File: src/rtl/write_module.sv
// write_module: vector/scalar store stage, the write-back counterpart of the sequential
// read stage. A start pulse accepted in IDLE snapshots an I-item vector (or one scalar)
// and a base address. The stage then issues one memory write per clock to consecutive,
// wrapping addresses, and ends with a one-cycle finished pulse.
//
// Ports:
//   clk            system clock, all state on posedge
//   rst            asynchronous reset, active-high
//   start          one-cycle request, honoured only in IDLE
//   op_type        1 = vector store (I items), 0 = scalar store (1 item)
//   base_address   first memory address of the store
//   vector_data    packed [I-1:0][L-1:0] items; item 0 written first
//   scalar_data    value stored when op_type = 0
//   write_enable   memory write strobe
//   write_address  memory address for the current write
//   write_data     memory data for the current write
//   busy           high from the cycle after start is accepted until finished is high
//   finished       one-cycle pulse after the last write
//
// Every output is a register fed from the FSM state, so the visible write stream lags
// the FSM by one clock: with start sampled at edge 0, writes appear in cycles 1..N and
// finished in cycle N+1.
module write_module #(
  parameter int unsigned I = 20,  // items per vector; must satisfy I <= 2**A
  parameter int unsigned L = 32,  // item width
  parameter int unsigned A = 6    // address width
) (
  input  logic                clk,
  input  logic                rst,
  input  logic                start,
  input  logic                op_type,
  input  logic [A-1:0]        base_address,
  input  logic [I-1:0][L-1:0] vector_data,
  input  logic [L-1:0]        scalar_data,
  output logic                write_enable,
  output logic [A-1:0]        write_address,
  output logic [L-1:0]        write_data,
  output logic                busy,
  output logic                finished
);

  localparam int unsigned     IdxW    = (I > 1) ? $clog2(I) : 1;
  localparam logic [IdxW-1:0] LastIdx = IdxW'(I - 1);

  localparam logic [1:0] StIdle  = 2'd0;
  localparam logic [1:0] StWrite = 2'd1;
  localparam logic [1:0] StDone  = 2'd2;

  logic [1:0]           state_q, state_d;
  logic [IdxW-1:0]      idx_q, idx_d;
  logic                 op_q, op_d;
  logic [A-1:0]         base_q, base_d;
  logic [I-1:0][L-1:0]  buf_q, buf_d;

  logic                 write_enable_d;
  logic [A-1:0]         write_address_d;
  logic [L-1:0]         write_data_d;
  logic                 busy_d;
  logic                 finished_d;

  logic                 last_item;

  // A scalar store always ends after slot 0.
  assign last_item = op_q ? (idx_q == LastIdx) : 1'b1;

  // Next-state logic
  always_comb begin
    state_d = state_q;
    idx_d   = idx_q;
    op_d    = op_q;
    base_d  = base_q;
    buf_d   = buf_q;

    case (state_q)
      StIdle: begin
        // finished is still high during the first IDLE cycle; a start seen then belongs
        // to the store that just ended and is dropped.
        if (start && !finished) begin
          op_d   = op_type;
          base_d = base_address;
          idx_d  = '0;
          if (op_type) begin
            buf_d = vector_data;
          end else begin
            buf_d    = '0;
            buf_d[0] = scalar_data;
          end
          state_d = StWrite;
        end
      end
      StWrite: begin
        if (last_item) begin
          state_d = StDone;
        end else begin
          idx_d = idx_q + 1'b1;
        end
      end
      StDone: begin
        state_d = StIdle;
      end
      default: begin
        state_d = StIdle;
      end
    endcase
  end

  // Registered outputs decoded from the current state
  always_comb begin
    write_enable_d  = 1'b0;
    write_address_d = '0;
    write_data_d    = '0;
    busy_d          = 1'b0;
    finished_d      = 1'b0;

    case (state_q)
      StWrite: begin
        write_enable_d  = 1'b1;
        // A-bit sum: wraps modulo 2**A
        write_address_d = base_q + A'(idx_q);
        write_data_d    = buf_q[idx_q];
        busy_d          = 1'b1;
      end
      StDone: begin
        busy_d     = 1'b1;
        finished_d = 1'b1;
      end
      default: ;
    endcase
  end

  always_ff @(posedge clk or posedge rst) begin
    if (rst) begin
      state_q       <= StIdle;
      idx_q         <= '0;
      op_q          <= 1'b0;
      base_q        <= '0;
      buf_q         <= '0;
      write_enable  <= 1'b0;
      write_address <= '0;
      write_data    <= '0;
      busy          <= 1'b0;
      finished      <= 1'b0;
    end else begin
      state_q       <= state_d;
      idx_q         <= idx_d;
      op_q          <= op_d;
      base_q        <= base_d;
      buf_q         <= buf_d;
      write_enable  <= write_enable_d;
      write_address <= write_address_d;
      write_data    <= write_data_d;
      busy          <= busy_d;
      finished      <= finished_d;
    end
  end

endmodule

File: config.mk
export PLATFORM = sky130hd
export DESIGN_NAME = write_module
export DESIGN_NICKNAME = d
export VERILOG_FILES = /design/src/rtl/write_module.sv
export SDC_FILE = /design/constraint.sdc
export NUM_CORES = 1
export LEC_CHECK = 0
export CORE_AREA = 8 8 272 274
export DETAILED_ROUTE_END_ITERATION = 12
export DIE_AREA = 0 0 280 282
export PLACE_DENSITY_LB_ADDON = 0.3
export SETUP_SLACK_MARGIN = 0.2
export SYNTH_ARGS = -nofsm -noshare
export SYNTH_HDL_FRONTEND = slang
export SYNTH_SLANG_ARGS = --single-unit
File: constraint.sdc
create_clock -name clk -period 30.8 [get_ports clk]
set_clock_uncertainty 0.15 [all_clocks]
set_input_delay 6.16 -clock clk [delete_from_list [all_inputs] [get_ports clk]]
set_output_delay 6.16 -clock clk [all_outputs]
set_load 0.1 [all_outputs]
==> reports/results.ini <==
[outcome]
status=finished clean

[global_route]
grt_start_max_net_pins=312
grt_pass1_vias=26700
antenna_found_initial=26
grt_usage=0.295
grt_pass1_wl_um=174000
overflow=0

[critical_path]
arrival_ps=10490
max_stage_delay_ps=1010
critical_path.startpoint_type=input port
critPathTopFamily=buffers and inverters
end_kind=register
path_max_fanout=311
timing.critical_path.buf_inv=5
crit_path_cell_trace=clkdlybuf4s50_1, nand3b_1, buf_12, buf_4, buf_4, buf_4, o21ai_0
setup.worst_path.class=input port to register
cpMaxStageDelayCell=buf_4
crit_required_ps=31080
crit_top_cell=buf_4

[synth]
synth-edff-count=0
synth.net_count=4087
synth_area_leaders=dfrtp_1 54%, nand2_1 15%, o21ai_0 9.9%
yosysSeqAreaShare=0.535
async_reset_ff_frac=1.00
ys_warn_count=0
yosysTopAreaCell=dfrtp_1
synth_cell_types=47
synth_seq_cells=695
synth.cell_area_um2=32500
ys.flop_type=dfrtp_1
synth_cells=3395
synth_top_area_frac=0.535
syn_avg_cell_area_um2=9.57

[place]
dp.cells=4809
port_buffers=722
gp_congestion=0.894
placed_area_um2=39800
dp_hpwl_um=88400

[drt]
final_antenna_net_count=0
dr_total_vias=26700
first_pass_iters=5
viasPerCell=5.38
drc=0
wl_per_cell_um=24.1
initialDrtViolationCount=2306
routed_wl_um=119000

[timing]
fin_tns_setup_ps=0
worst_slew_pin_slew_ps=1200
hold_violations=0
rsz0062_at_grt=false
max_clock_freq_mhz=97.9
period_share=0.331
slew_headroom=0.197
setup_viol=0
min_period_ps=10210
report.final.slew_viol_count=0

[power_and_ir_drop]
leakagePower_nw=18.3
ir_drop_v=0.000172
p_per_area_nw_per_um2=89.0

[cts]
cts_sinks=695
cts_hold_buf=0
clk_latency_ps=620
cts-resized-gates=0
root_buffer=clkbuf_16
post_cts_buffers=0
cts_made_buffers=76
clockBufferDepth=3
clk_pin_slew_ps=60
cts_max_level=3
cts_tree=done

[worst_hold_path]
hp-class=register to register

[die]
die-area_um2=79000
rows=97
core-area_um2=69500
dieWidth_um=280
start_util=0.467
chipHeight_um=282
ioPinCount=723

[finish]
final_cell_mix=1284 x nand2_1, 719 x clkdlybuf4s50_1, 692 x dfrtp_1, 643 x o21ai_0, 193 x mux2i_1
area_delta_synth_final_pct=30.2
final_area_um2=42300
drive_gt1_frac=0.0648
fin_nets=4639
final_common_cell=nand2_1
n_fill_cell=5885
finalNonFillerCells=4963

[flow_run]
drv_cap=0

registers in the layout, indices dropped and copies added (netlist names):
register,count
busy,1
op_q,1
write_data,32
buf_q,640
write_address,6
base_q,6
write_enable,1
finished,1
state_q,2
idx_q,5
power breakdown:
part	switching [mW]	internal, mW
clock	0.384	0.546
combinational	0.893	0.508
sequential	0.193	1.24
cells by family after synthesis:
| logic type | share of synthesized area |
|---|---|
| and+or+nand+nor | 0.158 |
| AOI/OAI and AO/OA | 0.126 |
| muxes | 0.129 |
| xor gates and xnor gates | 0.000809 |
| DFF | 0.535 |
| adders and majority gates | 0.00408 |
| buffers and inverters | 0.0470 |
worst reg2reg max path: stages (launching register included):
cell,delay [ps]
dfrtp_1,370
inv_1,70
ha_1,320
nand3b_1,190
buf_12,670
buf_4,920
buf_4,800
buf_4,1040
o21ai_0,350
layer usage:
metal | share of wire | GRT usage | vias to the layer above
li1 | - | - | 12600
met1 | 0.41 | 0.388 | 12900
met2 | 0.47 | 0.465 | 958
met3 | 0.078 | 0.0717 | 203
met4 | 0.043 | 0.129 | 4
met5 | 0.00019 | 0 | -
final cells by class:
type / count / area (um2) / share of cell area
Clock inverter: 22 / 302 / 0.00713
Sequential cell: 695 / 17400 / 0.411
Clock buffer: 109 / 2190 / 0.0518
Inverter: 8 / 37.5 / 0.000887
Multi-Input combinational cell: 2411 / 13600 / 0.322
Timing Repair Buffer: 755 / 7520 / 0.178
Antenna cell: 23 / 57.6 / 0.00136
Tap cell: 940 / 1180 / 0.0278
final timing paths:
| path | cells past startpoint | slack, ps | end | from |
|---|---|---|---|---|
| max reg2reg | 8 | 25740 | buf_q[241] | state_q[0] |
| min | 2 | 320 | buf_q[545] | buf_q[545] |
| max in group asynchronous | 5 | 21470 | buf_q[294] | rst |
| min in group asynchronous | 2 | 5950 | buf_q[608] | rst |
| min reg2reg | 2 | 320 | buf_q[545] | buf_q[545] |
| max | 7 | 20590 | buf_q[241] | start |
cells in the mapped netlist (2+ instances only):
library cell  number
inv_1              8
buf_12             4
nand3b_1           2
nand2_1         1284
nor2_2             2
nor2_1             5
o211ai_1          32
mux2i_1          193
and2_1             5
nand3_1           35
a21oi_1            6
dfrtp_1          695
a21o_1             3
a22oi_1           64
o22a_1             2
clkbuf_1         130
o21ai_0          643
buf_2            110
ha_1               9
xnor2_1            2
mux4_1             3
mux4_2            93
buf_6             26
buf_4              9
mux2_2             7
a31oi_1            2
stage by stage:
stage          worst slack, ps   util  hold WS (ps)  total power [mW]
3_3_place_gp             20050  0.572           305              2.81
3_5_place_dp             19930  0.572           312              2.85
5_1_grt                  20080  0.608           339              3.97
4_1_cts                  20570  0.607           325              3.78
2_1_floorplan             5000      -           292              2.38
6_report                 20590  0.608           322              3.76
(Power assumes the default switching activity.)
